## config.mk

```make
export PLATFORM = sky130hd
export DESIGN_NAME = uart_bus_bridge
export DESIGN_NICKNAME = d
export VERILOG_FILES = /design/src/rtl/uart_bus_bridge.sv
export SDC_FILE = /design/constraint.sdc
export NUM_CORES = 1
export LEC_CHECK = 0
export ABC_AREA = 1
export CORE_MARGIN = 2
export CORE_UTILIZATION = 30
export DETAILED_ROUTE_END_ITERATION = 16
export PLACE_DENSITY = 0.53
export SETUP_SLACK_MARGIN = 0.4
export SLEW_MARGIN = 10
export SYNTH_ARGS = -nofsm -noshare
export SYNTH_HDL_FRONTEND = slang
export SYNTH_SLANG_ARGS = --single-unit
```

## constraint.sdc

```tcl
create_clock -name clk -period 2.87 [get_ports clk]
set_input_delay 0.861 -clock clk [delete_from_list [all_inputs] [get_ports clk]]
set_output_delay 0.861 -clock clk [all_outputs]
set_load 0.02 [all_outputs]
```

## src/rtl/uart_bus_bridge.sv

```systemverilog
// ---------------------------------------------------------------------------
// uart_bus_bridge
//   Debug bridge that turns 8N1 serial command frames into single 32-bit bus
//   transactions and returns a status byte (plus read data) on its own
//   serial transmitter.
//
//   Frames from the host:
//     'W' (0x57) A3 A2 A1 A0 D3 D2 D1 D0   -> bus write, reply 'K'
//     'R' (0x52) A3 A2 A1 A0               -> bus read,  reply 'K' D3..D0
//   Address and data bytes are MSB first; A[1:0] is dropped (word address).
//
// Ports:
//   clk           system clock
//   rst           synchronous active-high reset
//   uart_txd_in   serial input from host (asynchronous, idle high)
//   uart_rxd_out  serial output to host (idle high)
//   bus_o         master request (addr, data, cyc, stb, we, sel)
//   bus_i         slave response (ack, data)
//
// Parameters:
//   DIVIDE       clocks per UART bit, must be >= 4
//   ACK_TIMEOUT  clocks to wait for ack before aborting (BRIDGE_TIMEOUT_EN)
//
// Optional feature macro: BRIDGE_TIMEOUT_EN
//   When defined, a stalled bus cycle is abandoned after ACK_TIMEOUT clocks
//   and the host receives 'E' (0x45) with no data bytes.
// ---------------------------------------------------------------------------
package bus;
  typedef struct packed {
    logic [29:0] addr;
    logic [31:0] data;
    logic        cyc;
    logic        stb;
    logic        we;
    logic [3:0]  sel;
  } m2s_s;

  typedef struct packed {
    logic        ack;
    logic [31:0] data;
  } s2m_s;
endpackage

module uart_bus_bridge #(
  parameter int unsigned DIVIDE      = 32,
  parameter int unsigned ACK_TIMEOUT = 1024
) (
  input  logic      clk,
  input  logic      rst,
  input  logic      uart_txd_in,
  output logic      uart_rxd_out,
  output bus::m2s_s bus_o,
  input  bus::s2m_s bus_i
);

  localparam int unsigned CW = $clog2(DIVIDE);
  localparam logic [CW-1:0] BIT_LAST  = CW'(DIVIDE - 1);
  localparam logic [CW-1:0] HALF_LAST = CW'(DIVIDE / 2 - 1);

  localparam logic [7:0] CMD_WRITE = 8'h57;
  localparam logic [7:0] CMD_READ  = 8'h52;
  localparam logic [7:0] RSP_OK    = 8'h4B;
  localparam logic [7:0] RSP_ERR   = 8'h45;

  // Reject configurations the bit timing cannot support.
  if (DIVIDE < 4 || ACK_TIMEOUT < 1) begin : g_bad_params
    $error("uart_bus_bridge: DIVIDE must be >= 4 and ACK_TIMEOUT >= 1");
  end

  typedef enum logic [2:0] {
    S_IDLE,
    S_ADDR,
    S_DATA,
    S_BUS,
    S_STATUS,
    S_RDATA
  } state_t;

  // Receiver state
  logic [1:0]    r_rx_sync;
  logic          r_rx_last;
  logic          r_rx_busy;
  logic [CW-1:0] r_rx_cnt;
  logic [3:0]    r_rx_phase;
  logic [7:0]    r_rx_shift;
  logic          r_rx_valid;

  // Transmitter state
  logic          r_tx_busy;
  logic          r_txd;
  logic [CW-1:0] r_tx_cnt;
  logic [3:0]    r_tx_bit;
  logic [8:0]    r_tx_shift;
  logic          w_tx_start;
  logic [7:0]    w_tx_data;

  // Command FSM state
  state_t        r_state;
  logic          r_is_write;
  logic [1:0]    r_byte_cnt;
  logic [31:0]   r_addr;
  logic [23:0]   r_wdata;
  logic [31:0]   r_rdata;
  logic [29:0]   r_bus_addr;
  logic [31:0]   r_bus_data;
  logic          r_cyc;
  logic          r_stb;
  logic          r_we;
  logic [3:0]    r_sel;
  logic          w_fail;

  logic [31:0]   w_addr_next;
  logic [31:0]   w_wdata_next;

`ifdef BRIDGE_TIMEOUT_EN
  localparam int unsigned TW = $clog2(ACK_TIMEOUT + 1);
  localparam logic [TW-1:0] TO_LAST = TW'(ACK_TIMEOUT - 1);
  logic [TW-1:0] r_to_cnt;
  logic          r_err;
  assign w_fail = r_err;
`else
  assign w_fail = 1'b0;
`endif

  assign w_addr_next  = {r_addr[23:0], r_rx_shift};
  assign w_wdata_next = {r_wdata, r_rx_shift};

  assign uart_rxd_out = r_txd;
  assign bus_o = '{addr: r_bus_addr, data: r_bus_data, cyc: r_cyc,
                   stb: r_stb, we: r_we, sel: r_sel};

  // Serial receiver: synchronise, find start edge, sample mid-bit.
  always_ff @(posedge clk) begin
    if (rst) begin
      r_rx_sync  <= 2'b11;
      r_rx_last  <= 1'b1;
      r_rx_busy  <= 1'b0;
      r_rx_cnt   <= {CW{1'b0}};
      r_rx_phase <= 4'd0;
      r_rx_shift <= 8'h00;
      r_rx_valid <= 1'b0;
    end else begin
      r_rx_sync  <= {r_rx_sync[0], uart_txd_in};
      r_rx_last  <= r_rx_sync[1];
      r_rx_valid <= 1'b0;
      if (!r_rx_busy) begin
        if (r_rx_last && !r_rx_sync[1]) begin
          r_rx_busy  <= 1'b1;
          r_rx_cnt   <= HALF_LAST;
          r_rx_phase <= 4'd0;
        end
      end else if (r_rx_cnt != {CW{1'b0}}) begin
        r_rx_cnt <= r_rx_cnt - 1'b1;
      end else begin
        r_rx_cnt   <= BIT_LAST;
        r_rx_phase <= r_rx_phase + 4'd1;
        if (r_rx_phase == 4'd0) begin
          // A start bit that is high again at mid-bit was only a glitch.
          if (r_rx_sync[1]) begin
            r_rx_busy <= 1'b0;
          end
        end else if (r_rx_phase == 4'd9) begin
          // Stop bit low means a framing error: the byte just vanishes.
          r_rx_busy  <= 1'b0;
          r_rx_valid <= r_rx_sync[1];
        end else begin
          r_rx_shift <= {r_rx_sync[1], r_rx_shift[7:1]};
        end
      end
    end
  end

  // Serial transmitter: start, 8 data bits LSB first, stop.
  always_ff @(posedge clk) begin
    if (rst) begin
      r_tx_busy  <= 1'b0;
      r_txd      <= 1'b1;
      r_tx_cnt   <= {CW{1'b0}};
      r_tx_bit   <= 4'd0;
      r_tx_shift <= 9'h1FF;
    end else if (!r_tx_busy) begin
      if (w_tx_start) begin
        r_tx_busy  <= 1'b1;
        r_txd      <= 1'b0;
        r_tx_shift <= {1'b1, w_tx_data};
        r_tx_cnt   <= BIT_LAST;
        r_tx_bit   <= 4'd0;
      end else begin
        r_txd <= 1'b1;
      end
    end else if (r_tx_cnt != {CW{1'b0}}) begin
      r_tx_cnt <= r_tx_cnt - 1'b1;
    end else if (r_tx_bit == 4'd9) begin
      // Stop bit has run its full length; free in time for a back-to-back start.
      r_tx_busy <= 1'b0;
    end else begin
      r_txd      <= r_tx_shift[0];
      r_tx_shift <= {1'b1, r_tx_shift[8:1]};
      r_tx_bit   <= r_tx_bit + 4'd1;
      r_tx_cnt   <= BIT_LAST;
    end
  end

  // Pick the next reply byte whenever the transmitter is free.
  always_comb begin
    w_tx_start = 1'b0;
    w_tx_data  = 8'h00;
    if (!r_tx_busy) begin
      case (r_state)
        S_STATUS: begin
          w_tx_start = 1'b1;
          w_tx_data  = w_fail ? RSP_ERR : RSP_OK;
        end
        S_RDATA: begin
          w_tx_start = 1'b1;
          w_tx_data  = r_rdata[31:24];
        end
        default: begin
          w_tx_start = 1'b0;
          w_tx_data  = 8'h00;
        end
      endcase
    end else begin
      w_tx_start = 1'b0;
      w_tx_data  = 8'h00;
    end
  end

  // Command decoder, bus master and reply sequencer.
  always_ff @(posedge clk) begin
    if (rst) begin
      r_state    <= S_IDLE;
      r_is_write <= 1'b0;
      r_byte_cnt <= 2'd0;
      r_addr     <= 32'h0000_0000;
      r_wdata    <= 24'h00_0000;
      r_rdata    <= 32'h0000_0000;
      r_bus_addr <= 30'h0000_0000;
      r_bus_data <= 32'h0000_0000;
      r_cyc      <= 1'b0;
      r_stb      <= 1'b0;
      r_we       <= 1'b0;
      r_sel      <= 4'h0;
`ifdef BRIDGE_TIMEOUT_EN
      r_to_cnt   <= {TW{1'b0}};
      r_err      <= 1'b0;
`endif
    end else begin
      case (r_state)
        S_IDLE: begin
          if (r_rx_valid && (r_rx_shift == CMD_WRITE || r_rx_shift == CMD_READ)) begin
            r_is_write <= (r_rx_shift == CMD_WRITE);
            r_byte_cnt <= 2'd0;
            r_state    <= S_ADDR;
          end
        end
        S_ADDR: begin
          if (r_rx_valid) begin
            r_addr     <= w_addr_next;
            r_byte_cnt <= r_byte_cnt + 2'd1;
            if (r_byte_cnt == 2'd3) begin
              if (r_is_write) begin
                r_state <= S_DATA;
              end else begin
                r_state    <= S_BUS;
                r_bus_addr <= w_addr_next[31:2];
                r_bus_data <= 32'h0000_0000;
                r_cyc      <= 1'b1;
                r_stb      <= 1'b1;
                r_we       <= 1'b0;
                r_sel      <= 4'hF;
`ifdef BRIDGE_TIMEOUT_EN
                r_to_cnt   <= {TW{1'b0}};
                r_err      <= 1'b0;
`endif
              end
            end
          end
        end
        S_DATA: begin
          if (r_rx_valid) begin
            r_wdata    <= w_wdata_next[23:0];
            r_byte_cnt <= r_byte_cnt + 2'd1;
            if (r_byte_cnt == 2'd3) begin
              r_state    <= S_BUS;
              r_bus_addr <= r_addr[31:2];
              r_bus_data <= w_wdata_next;
              r_cyc      <= 1'b1;
              r_stb      <= 1'b1;
              r_we       <= 1'b1;
              r_sel      <= 4'hF;
`ifdef BRIDGE_TIMEOUT_EN
              r_to_cnt   <= {TW{1'b0}};
              r_err      <= 1'b0;
`endif
            end
          end
        end
        S_BUS: begin
          if (bus_i.ack) begin
            r_cyc   <= 1'b0;
            r_stb   <= 1'b0;
            r_we    <= 1'b0;
            r_rdata <= bus_i.data;
            r_state <= S_STATUS;
`ifdef BRIDGE_TIMEOUT_EN
          end else if (r_to_cnt == TO_LAST) begin
            r_cyc   <= 1'b0;
            r_stb   <= 1'b0;
            r_we    <= 1'b0;
            r_err   <= 1'b1;
            r_state <= S_STATUS;
          end else begin
            r_to_cnt <= r_to_cnt + 1'b1;
`else
          end else begin
            r_state <= S_BUS;
`endif
          end
        end
        S_STATUS: begin
          if (!r_tx_busy) begin
            r_byte_cnt <= 2'd0;
            r_state    <= (r_is_write || w_fail) ? S_IDLE : S_RDATA;
          end
        end
        S_RDATA: begin
          if (!r_tx_busy) begin
            r_rdata    <= {r_rdata[23:0], 8'h00};
            r_byte_cnt <= r_byte_cnt + 2'd1;
            if (r_byte_cnt == 2'd3) begin
              r_state <= S_IDLE;
            end
          end
        end
        default: begin
          r_state <= S_IDLE;
        end
      endcase
    end
  end

endmodule

```

==> summary.md, run 1 <==
| Metric | Value |
|---|---|
| Critical path depth | `1` |
| Met3 Track Usage GR | `2.95%` |
| Warnings, synthesis | `0` |
| GRT Max-Usage Layer | `met2` |
| Detail Placement HPWL | `13,300 um` |
| Most frequent cells in the layout | `nand2_1 (205), dfxtp_1 (200), o21ai_0 (142)` |
| R2r worst-path depth | `7` |
| GR Util met1 | `between 20% and 30%` |
| Hold Startpoint | `r_rx_sync[0]` |
| Number of port buffers | `105` |
| H-Tree Depth | `4` |
| Kind of critical path | `reg -> out` |
| Clock Skew | `0.0193 ns` |
| Final GP Congestion | `0.782` |
| FF-to-FF End | `r_bus_data[11]` |
| Number of synthesized register bits | `200` |
| Worst VDD drop | `around 0.32 mV` |
| Setup WS pre-CTS | `0.345 ns` |
| Distinct cells, synth | `35` |
| # diodes | `0` |
| Post-layout nets | `1,202` |
| Vias in the first global route | `6,832` |
| Crit path capture type | `output pin` |
| Core box area | `27,000 um2` |
| Residual DRC count | `0` |
| Slowest CP cell | `clkdlybuf4s50_1` |
| Startpoint Class | `flop` |
| Crit-path max FO | `2` |
| Clock transition at path regs | `0.08 ns` |
| Clock Tree Root | `clkbuf_16` |
| Final WL | `20,900 um` |
| Syn_area_per_cell | `7.51 um2` |
| Final setup violation count | `0` |
| Worst Hold Class | `reg -> reg` |
| Buf/Inv on CP | `1` |
| Family with the most delay on the worst path | `buffers and inverters` |
| Slew Viols, Final | `0` |
| Vias | `between 7,000 and 8,000` |
| Max Freq | `431 MHz` |
| Worst R2R Start | `r_state[0]` |
| Cts bufs inserted | `17` |
| Area growth, synth to finish | `22.0%` |
| Number of I/O pins | `106` |
| Clock Path Buffers | `2` |
| P per Cell Area | `696 nW/um2` |
| Die area | `28,900 um2` |
| DR WL/cell | `13.9 um` |
| Met2 Use GR | `22.3%` |
| Largest net degree at the start of global routing | `87` |
| LEAKAGE | `3.81 nW` |
| Critical path required time | `2.01 ns` |
| Share of layout cells above drive strength 1 | `5.47%` |
| Drt first-iter violations | `551` |
| Initial antenna violation count | `0` |
| Syn nets | `approximately 1,100` |
| Most common cell after layout, fill and taps aside | `nand2_1` |
| GRT Util Overall | `14.6%` |
| CTS tree | `built` |
| Mapped Cells | `approximately 1,100` |
| Status | `completed` |
| Worst stage delay on the critical path | `0.63 ns` |
| Worst-skew pair later-pin latency | `0.44 ns` |
| Worst Slack Setup Final | `0.548 ns` |
| Final worst path period share | `80.9%` |
| Max-Cap Viols | `0` |
| Global route overflow | `0` |
| Tmin final | `2.32 ns` |
| Worst hold endpoint | `r_rx_sync[1]` |
| Die Y | `roughly 170 um` |
| Synthesized area | `approximately 8300 um2` |
| 1st-pass router iterations | `5` |
| First-pass GRT wire length | `roughly 35,000 um` |
| Filler cells | `2,849` |
| Die X | `~170 um` |
| Slew margin rel. | `around two fifths` |
| Hold path depth | `1` |
| Vias per inst | `~4.8` |
| CTS Sinks | `200` |
| Placement row count | `60` |
| RSZ-0062 raised after global routing | `false` |
| Worst-margin pin slew | `0.923 ns` |
| Final hold violation count | `0` |
| Final Util | `between 30 and 40%` |
| Initial Util | `30.6%` |
| Register area share after synthesis | `48.4%` |
| Cells along the critical path | `clkdlybuf4s50_1` |
| Worst EP arrival | `1.46 ns` |
| FF-to-FF setup slack | `0.66 ns` |
| Antenna violation net count after detailed routing | `0` |
| Setup TNS | `0 ns` |
| Pwr Total | `7.03 mW` |
-- Yosys cell counts, drive strengths merged --
cell     number  area [um2]
o211ai       13        97.6
and3          1        6.26
o2111ai       1        8.76
nand2       207         787
a31oi        27         169
nand4         5        31.3
o21ai       143         719
dfxtp       200        4000
xor2          4        35.0
nor2        102         417
buf          40         244
a211oi        5        37.5
nor4          1        6.26
inv          74         278
nor3b         1        7.51
clkbuf       41         156
nand3        96         480
ha            8         100
or2           3        18.8
a21oi       122         622
nor3          3        15.0
nand3b        2        15.0
a22oi         3        22.5
-- cells by family after synthesis --
| group | after synthesis | synth area share, % |
|---|---|---|
| simple gates | 421 | 21.6 |
| flops | 200 | 48.4 |
| compound gates | 314 | 20.3 |
| fa+ha+maj | 8 | 1.21 |
| xor+xnor | 4 | 0.423 |
| buf+inv | 155 | 8.19 |
-- where the power goes --
| group | internal (mW) | switching (mW) |
|---|---|---|
| logic | 0.454 | 1.03 |
| clock network | 1.29 | 1.17 |
| registers | 2.97 | 0.119 |
-- per-stage QoR --
stage / hold slack, ns / cell area (um2) / cells
6_report: 0.414 / 10100 / 1512
5_1_grt: 0.448 / 10100 / 1512
4_1_cts: 0.422 / 10100 / 1512
3_5_place_dp: 0.401 / 9480 / 1480
3_3_place_gp: 0.400 / 9480 / 1480
2_1_floorplan: 0.389 / 8280 / 1102
-- worst max-delay path by stage --
stage                              from        endpoint  slack [ns]
final                     r_bus_addr[0]       bus_o[39]        0.55
after detailed placement      bus_i[32]     r_rdata[27]        0.34
after floorplan               bus_i[32]     r_rdata[11]        0.95
after global routing         r_state[0]     r_rdata[27]        0.45
after CTS                    r_state[0]  r_bus_data[11]        0.51
after global placement        bus_i[32]     r_rdata[28]        0.40
-- flip-flops by register name (all words and copies together), names as in the netlist, 2 cells and up --
| register | cells |
|---|---|
| r_addr | 32 |
| r_bus_data | 32 |
| r_rdata | 32 |
| r_bus_addr | 30 |
| r_wdata | 24 |
| r_rx_shift | 8 |
| r_tx_shift | 8 |
| r_rx_cnt | 5 |
| r_tx_cnt | 5 |
| r_rx_phase | 4 |
| r_tx_bit | 4 |
| r_state | 3 |
| r_byte_cnt | 2 |
| r_rx_sync | 2 |
-- layer usage --
layer	routed length, um	part of all wire, %
met1	11100	53
met2	9030	43
met3	569	2.7
met4	215	1.0
met5	0	0
-- cell type report --
| cell class | count | area (um2) | area share (%) |
|---|---|---|---|
| sequential | 200 | 4000 | 39.6 |
| multi-input combinational | 747 | 3610 | 35.7 |
| clock buffer | 19 | 453 | 4.48 |
| clock inverter | 13 | 159 | 1.57 |
| inverter | 74 | 280 | 2.77 |
| tap | 341 | 427 | 4.22 |
| timing repair buffer | 118 | 1170 | 11.6 |
-- timing repair --
action,4_1_cts,5_1_grt
setup endpoints to repair,0,36
hold buffers,0,0
setup buffers,0,0
resized for setup,0,3
No activity file was read; power rests on OpenSTA's default activity.
==> run 2, diff against run 1 <==
clock period = 2.2 ns   (was 2.87 ns; I/O delays follow)
==> run 2 against run 1 <==
  * Via count rose by 0.85%
  * Non-clock buffer count rose by 15
  * Cell count rose by 0.99%
  * Hold slack improved by 0.018 ns
  * Clock-buffer cell count fell by 1
  * Power rose by 35%
  * Combinational power rose by 41%
  * Largest cell class unchanged
  * First-iteration DRC count rose by 11%
==> summary.md, run 2 (synthesis gave the netlist of run 1 again) <==
| Metric | Value |
|---|---|
| Die X | `170 um (unchanged)` |
| Setup crit start | `r_bus_addr[0]` |
| Pint | `6.35 mW (+35%)` |
| Core box area | `27,000 um2 (unchanged)` |
| Die area | `28,900 um2 (unchanged)` |
| Tmin final | `1.76 ns` |
| Most frequent cells in the layout | `nand2_1 (203), dfxtp_1 (197), o21ai_0 (142)` |
| Final WL | `21,100 um (+0.49%)` |
| FF-to-FF setup slack | `0.53 ns (-0.13 ns)` |
| Status | `completed` |
| CTS Sinks | `200 (unchanged)` |
| Buf/Inv on CP | `1 (unchanged)` |
| Hold Startpoint | `r_rx_sync[0]` |
| Worst stage delay on the critical path | `0.38 ns (-0.25 ns)` |
| Initial Util | `30.6% (unchanged)` |
| Number of port buffers | `105 (unchanged)` |
| Clock Tree Root | `clkbuf_16` |
| Antenna violation net count after detailed routing | `0 (unchanged)` |
| GRT Util Overall | `14.6% (+0.016 points)` |
| Vias per inst | `4.80 (-0.14%)` |
| Critical path required time | `1.54 ns (-0.47 ns)` |
| Slew margin rel. | `67.1% (+29 points)` |
| Final setup violation count | `0 (unchanged)` |
| Final GP Congestion | `0.778 (-0.50%)` |
| CTS tree | `built` |
| Detail Placement HPWL | `13,400 um (+1.2%)` |
| Sequential cell area | `4010 um2 (+0.16%)` |
| Die Y | `170 um (unchanged)` |
| Clock Path Buffers | `2 (unchanged)` |
| P per Cell Area | `923 nW/um2 (+33%)` |
| First-pass GRT wire length | `34,600 um (about the same)` |
| Crit path capture type | `output pin` |
| Regs by FF count | `r_addr: 32 flops, r_bus_data: 32 flops, r_rdata: 32 flops` |
| Worst Hold Class | `reg -> reg` |
| Family with the most delay on the worst path | `flip-flops` |
| Kind of critical path | `reg -> out` |
| Max Freq | `569 MHz` |
| Worst VDD drop | `0.497 mV (+54%)` |
| Share of layout cells above drive strength 1 | `10.3% (+4.8 points)` |
| Filler cells | `2,847 (-0.070%)` |
| Multi-input combinational cell area | `3660 um2 (+1.4%)` |
| Final hold violation count | `0 (unchanged)` |
| Clock Skew | `0.0140 ns (-0.00528 ns)` |
| Area growth, synth to finish | `24.0%` |
| Slowest CP cell | `dfxtp_1` |
| Largest net degree at the start of global routing | `79 (-9.2%)` |
| Cells along the critical path | `clkdlybuf4s15_2` |
| Cts bufs inserted | `17 (unchanged)` |
| Placement row count | `60 (unchanged)` |
| Vias | `7,323 (+0.85%)` |
| Switch share | `33.0% (about the same)` |
| Number of I/O pins | `106 (unchanged)` |
| Worst EP arrival | `1.10 ns (-0.36 ns)` |
| Final worst path period share | `79.9%` |
| LEAKAGE | `4.03 nW (+5.9%)` |
| Slew Viols, Final | `0 (unchanged)` |
| Worst R2R Start | `r_state[0]` |
| Clock transition at path regs | `0.08 ns (about the same)` |
| H-Tree Depth | `4 (unchanged)` |
| Post-layout nets | `1,217 (+1.2%)` |
| Clock share of power | `35.4% (+0.4 points)` |
| Drt first-iter violations | `609 (+11%)` |
| Max-Cap Viols | `0 (unchanged)` |
| Startpoint Class | `flop` |
| Pwr Total | `9.47 mW (+35%)` |
| Most common cell after layout, fill and taps aside | `nand2_1` |
| Setup TNS | `0 ns (unchanged)` |
| Residual DRC count | `0 (unchanged)` |
| Register share of total power | `42.6% (-1.3 points)` |
| Global route overflow | `0 (unchanged)` |
| Combinational group share of total power | `22.0% (+0.9 points)` |
| DR WL/cell | `13.8 um (-0.50%)` |
| Crit-path max FO | `2 (unchanged)` |
| # diodes | `0 (unchanged)` |
| 1st-pass router iterations | `4 (-1)` |
| Vias in the first global route | `6,761 (-1.0%)` |
| Worst-margin pin slew | `0.494 ns (-0.429 ns)` |
| Psw | `3.12 mW (+35%)` |
| Worst-skew pair later-pin latency | `0.44 ns (about the same)` |
| Initial antenna violation count | `0 (unchanged)` |
| RSZ-0062 raised after global routing | `true` |
==> run 2: cell types whose count changed in the layout (fill, tap and decap cells not counted), moves of 3 or more <==
cell / change
clkdlybuf4s50_1: -70
clkdlybuf4s15_1: +32
clkbuf_2: +22
buf_4: +8
clkdlybuf4s15_2: +8
dlygate4sd2_1: +6
buf_12: +5
clkinv_4: -3
dfxtp_1: -3
inv_6: +3
nand3_1: -3
==> run 2: layout make-up <==
class	count	area share [%]
clock buffers	18	4.28
clock inverters	14	1.94
multi-input cells	747	35.6
repair buffers	133	12.2
inverters	74	2.73
flip-flops and latches	200	39.1
well taps	341	4.16
==> run 2: layer usage <==
metal / global-route usage [%] / share of wire [%]
met5: 0 / 0
met3: 2.84 / 3.3
met4: 3.57 / 0.90
met2: 23.0 / 45
met1: 20.5 / 51
==> run 2: power groups by stage <==
stage / clock [mW] / combinational, mW / sequential [mW]
2_1_floorplan: 0 / 1.50 / 4.07
3_3_place_gp: 0 / 1.98 / 4.10
3_5_place_dp: 0 / 1.99 / 4.10
4_1_cts: 3.44 / 2.01 / 4.02
5_1_grt: 3.58 / 2.39 / 4.07
6_report: 3.35 / 2.09 / 4.03
==> run 2: path summary, 6_finish.rpt <==
path	to	cells past startpoint
worst max-delay path	bus_o[39]	1
worst min-delay path	r_rx_sync[1]	1
worst max register to register	r_bus_data[26]	8
worst min register to register	r_rx_sync[1]	1
==> run 2: stage by stage <==
step                      utilization, %  setup slack [ns]  hold slack (ns)  instances  instance area (um2)
after floorplan                        -             0.479            0.389       1102                 8280
after detailed placement            35.4             0.164            0.403       1488                 9580
after global routing                38.0             0.361            0.455       1527                10300
final                               38.0             0.443            0.432       1527                10300
after global placement              35.4             0.216            0.399       1488                 9580
after CTS                           37.8             0.346            0.432       1520                10200
==> run 2: what timing repair did <==
item / CTS / global route
gates cloned: 0 / 1
endpoints found under the setup margin: 183 / 170
setup buffers: 0 / 6
hold buffers: 0 / 0
resized for setup: 117 / 75
pin swaps: 0 / 3
==> run 3, diff against run 2 <==
PLACE_DENSITY = 0.54   (was 0.53)
clock period = 1.6 ns   (was 2.2 ns; I/O delays follow)
==> run 3 against run 2 <==
  * Setup slack got worse by 0.44 ns
  * Cell count rose by 4.8%
  * Utilization rose by 5.9 points
  * Largest power group unchanged
  * Clock power is 24% higher
  * Clock-buffer cell count decreased by 1
  * Power grew 48%
  * Sequential share of layout area fell by 4.5 points
  * Highest routed layer unchanged
  * Flip-flop and latch count is the same
  * Largest cell class unchanged
==> summary.md, run 3 (synthesis gave the netlist of run 1 again) <==
| Metric | Value |
|---|---|
| DR WL/cell | `14.8 um (+7.5%)` |
| Regs by FF count | `r_addr: 32 flops, r_bus_data: 32 flops, r_rdata: 32 flops` |
| Max layer used | `met4` |
| Startpoint Class | `flop` |
| Met3 WL | `832 um (+18%)` |
| Clock Tree Root | `clkbuf_16` |
| Most frequent cells in the layout | `nand2_1 (189), dfxtp_1 (132), o21ai_0 (120)` |
| Vias per inst | `4.88 (+1.7%)` |
| Hold WS | `0.415 ns (-0.0177 ns)` |
| CTS Sinks | `200 (unchanged)` |
| Tmin final | `~1.6 ns` |
| Placement row count | `60 (unchanged)` |
| Cts bufs inserted | `17 (unchanged)` |
| Clock Path Buffers | `2 (unchanged)` |
| Max-Cap Viols | `0 (unchanged)` |
| Status | `completed` |
| Clock Skew | `0.0163 ns (+0.00229 ns)` |
| Core box area | `27,000 um2 (unchanged)` |
| # diodes | `0 (unchanged)` |
| Initial Util | `30.6% (unchanged)` |
| Detail Placement HPWL | `14,300 um (+6.6%)` |
| Wire length on met2 | `10,700 um (+14%)` |
| Drt first-iter violations | `471 (-23%)` |
| Critical path required time | `1.95 ns (+0.41 ns)` |
| Slew Viols, Final | `0 (unchanged)` |
| Slew margin rel. | `77.3% (+10 points)` |
| Vias in the first global route | `7,241 (+7.1%)` |
| Worst EP arrival | `1.95 ns (+0.85 ns)` |
| Final hold violation count | `0 (unchanged)` |
| LEAKAGE | `4.66 nW (+16%)` |
| Area growth, synth to finish | `43.2%` |
| Largest net degree at the start of global routing | `71 (-10%)` |
| Final WL | `23,700 um (+13%)` |
| Final setup violation count | `0 (unchanged)` |
| Most common cell after layout, fill and taps aside | `nand2_1` |
| Max Freq | `627 MHz` |
| M1 WL | `12,000 um (+11%)` |
| Final Util | `43.9% (+5.9 points)` |
| Worst-margin pin slew | `0.337 ns (-0.157 ns)` |
| Pwr Total | `14.1 mW (+48%)` |
| Number of I/O pins | `106 (unchanged)` |
| Hold-fix buffers at CTS | `0 (unchanged)` |
| Crit-path max FO | `6 (+4)` |
| Final instance area | `11,900 um2 (+16%)` |
| 1st-pass router iterations | `7 (+3)` |
| Post-layout nets | `1,292 (+6.2%)` |
| RSZ-0062 raised after global routing | `true` |
| Final worst path period share | `99.7%` |
| Number of port buffers | `105 (unchanged)` |
| GRT Util Overall | `15.4% (+0.76 points)` |
| Worst-skew pair later-pin latency | `0.44 ns (about the same)` |
| Placed Area | `10,100 um2 (+4.9%)` |
| Global route overflow | `0 (unchanged)` |
| Vias | `7,805 (+6.6%)` |
| P per Cell Area | `1190 nW/um2 (+29%)` |
| Filler cells | `2,728 (-4.2%)` |
| CTS tree | `built` |
| Setup WS pre-CTS | `-0.125 ns (-0.288 ns)` |
| Non-filler cells, final | `1,601 (+4.8%)` |
| Worst Slack Setup Final | `0.00546 ns (-0.437 ns)` |
| Residual DRC count | `0 (unchanged)` |
| Placed cells | `1,519 (+2.1%)` |
| Worst VDD drop | `0.761 mV (+53%)` |
| Die X | `170 um (unchanged)` |
| Kind of critical path | `reg -> reg` |
| First-pass GRT wire length | `36,300 um (+4.9%)` |
| Initial antenna violation count | `0 (unchanged)` |
| Antenna violation net count after detailed routing | `0 (unchanged)` |
| Die Y | `170 um (unchanged)` |
| Clock transition at path regs | `0.08 ns (about the same)` |
| Setup TNS | `0 ns (unchanged)` |
| H-Tree Depth | `4 (unchanged)` |
| Crit path capture type | `flop` |
| Worst Hold Class | `reg -> reg` |
| Die area | `28,900 um2 (unchanged)` |
| Share of layout cells above drive strength 1 | `29.8% (+20 points)` |
| Final GP Congestion | `0.793 (+1.8%)` |
==> run 3: per-layer routing <==
| layer | vias up | track usage, % |
|---|---|---|
| li1 | 3988 | - |
| met1 | 3662 | 21.6 |
| met2 | 138 | 24.1 |
| met3 | 17 | 2.86 |
| met4 | 0 | 4.12 |
| met5 | - | 0 |
==> run 3: path summary, 6_finish.rpt <==
check	slack [ns]	startpoint	depth (start not counted)	endpoint
worst max-delay path	0.005	r_state[1]	9	r_bus_data[2]
worst max register to register	0.005	r_state[1]	9	r_bus_data[2]
worst min register to register	0.41	r_rx_sync[0]	1	r_rx_sync[1]
worst min-delay path	0.41	r_rx_sync[0]	1	r_rx_sync[1]
==> run 3: layout make-up <==
cell class / count / area [um2] / area share, %
Tap cell: 341 / 427 / 3.60
Inverter: 74 / 310 / 2.62
Sequential cell: 200 / 4100 / 34.6
Clock inverter: 14 / 135 / 1.14
Clock buffer: 17 / 425 / 3.59
Timing Repair Buffer: 208 / 2440 / 20.6
Multi-Input combinational cell: 747 / 4020 / 33.9
==> run 3: power by group <==
part	internal [mW]	switching, mW
registers	5.34	0.273
clock network	2.06	2.11
logic	1.91	2.37
==> run 3: repair_timing <==
item,in CTS,in global routing
setup buffers,16,21
pin swaps,3,36
gates cloned,2,12
endpoints found under the setup margin,261,267
gates resized for setup,500,104
==> run 3: worst max-delay path: stages (launching register included) <==
cell       delay, ns
dfxtp_4         0.43
inv_6           0.06
nor2_4          0.15
nand2_8         0.09
a21oi_4         0.15
buf_12          0.15
buf_12          0.13
clkbuf_16       0.15
nand3_2         0.05
a21oi_1         0.14
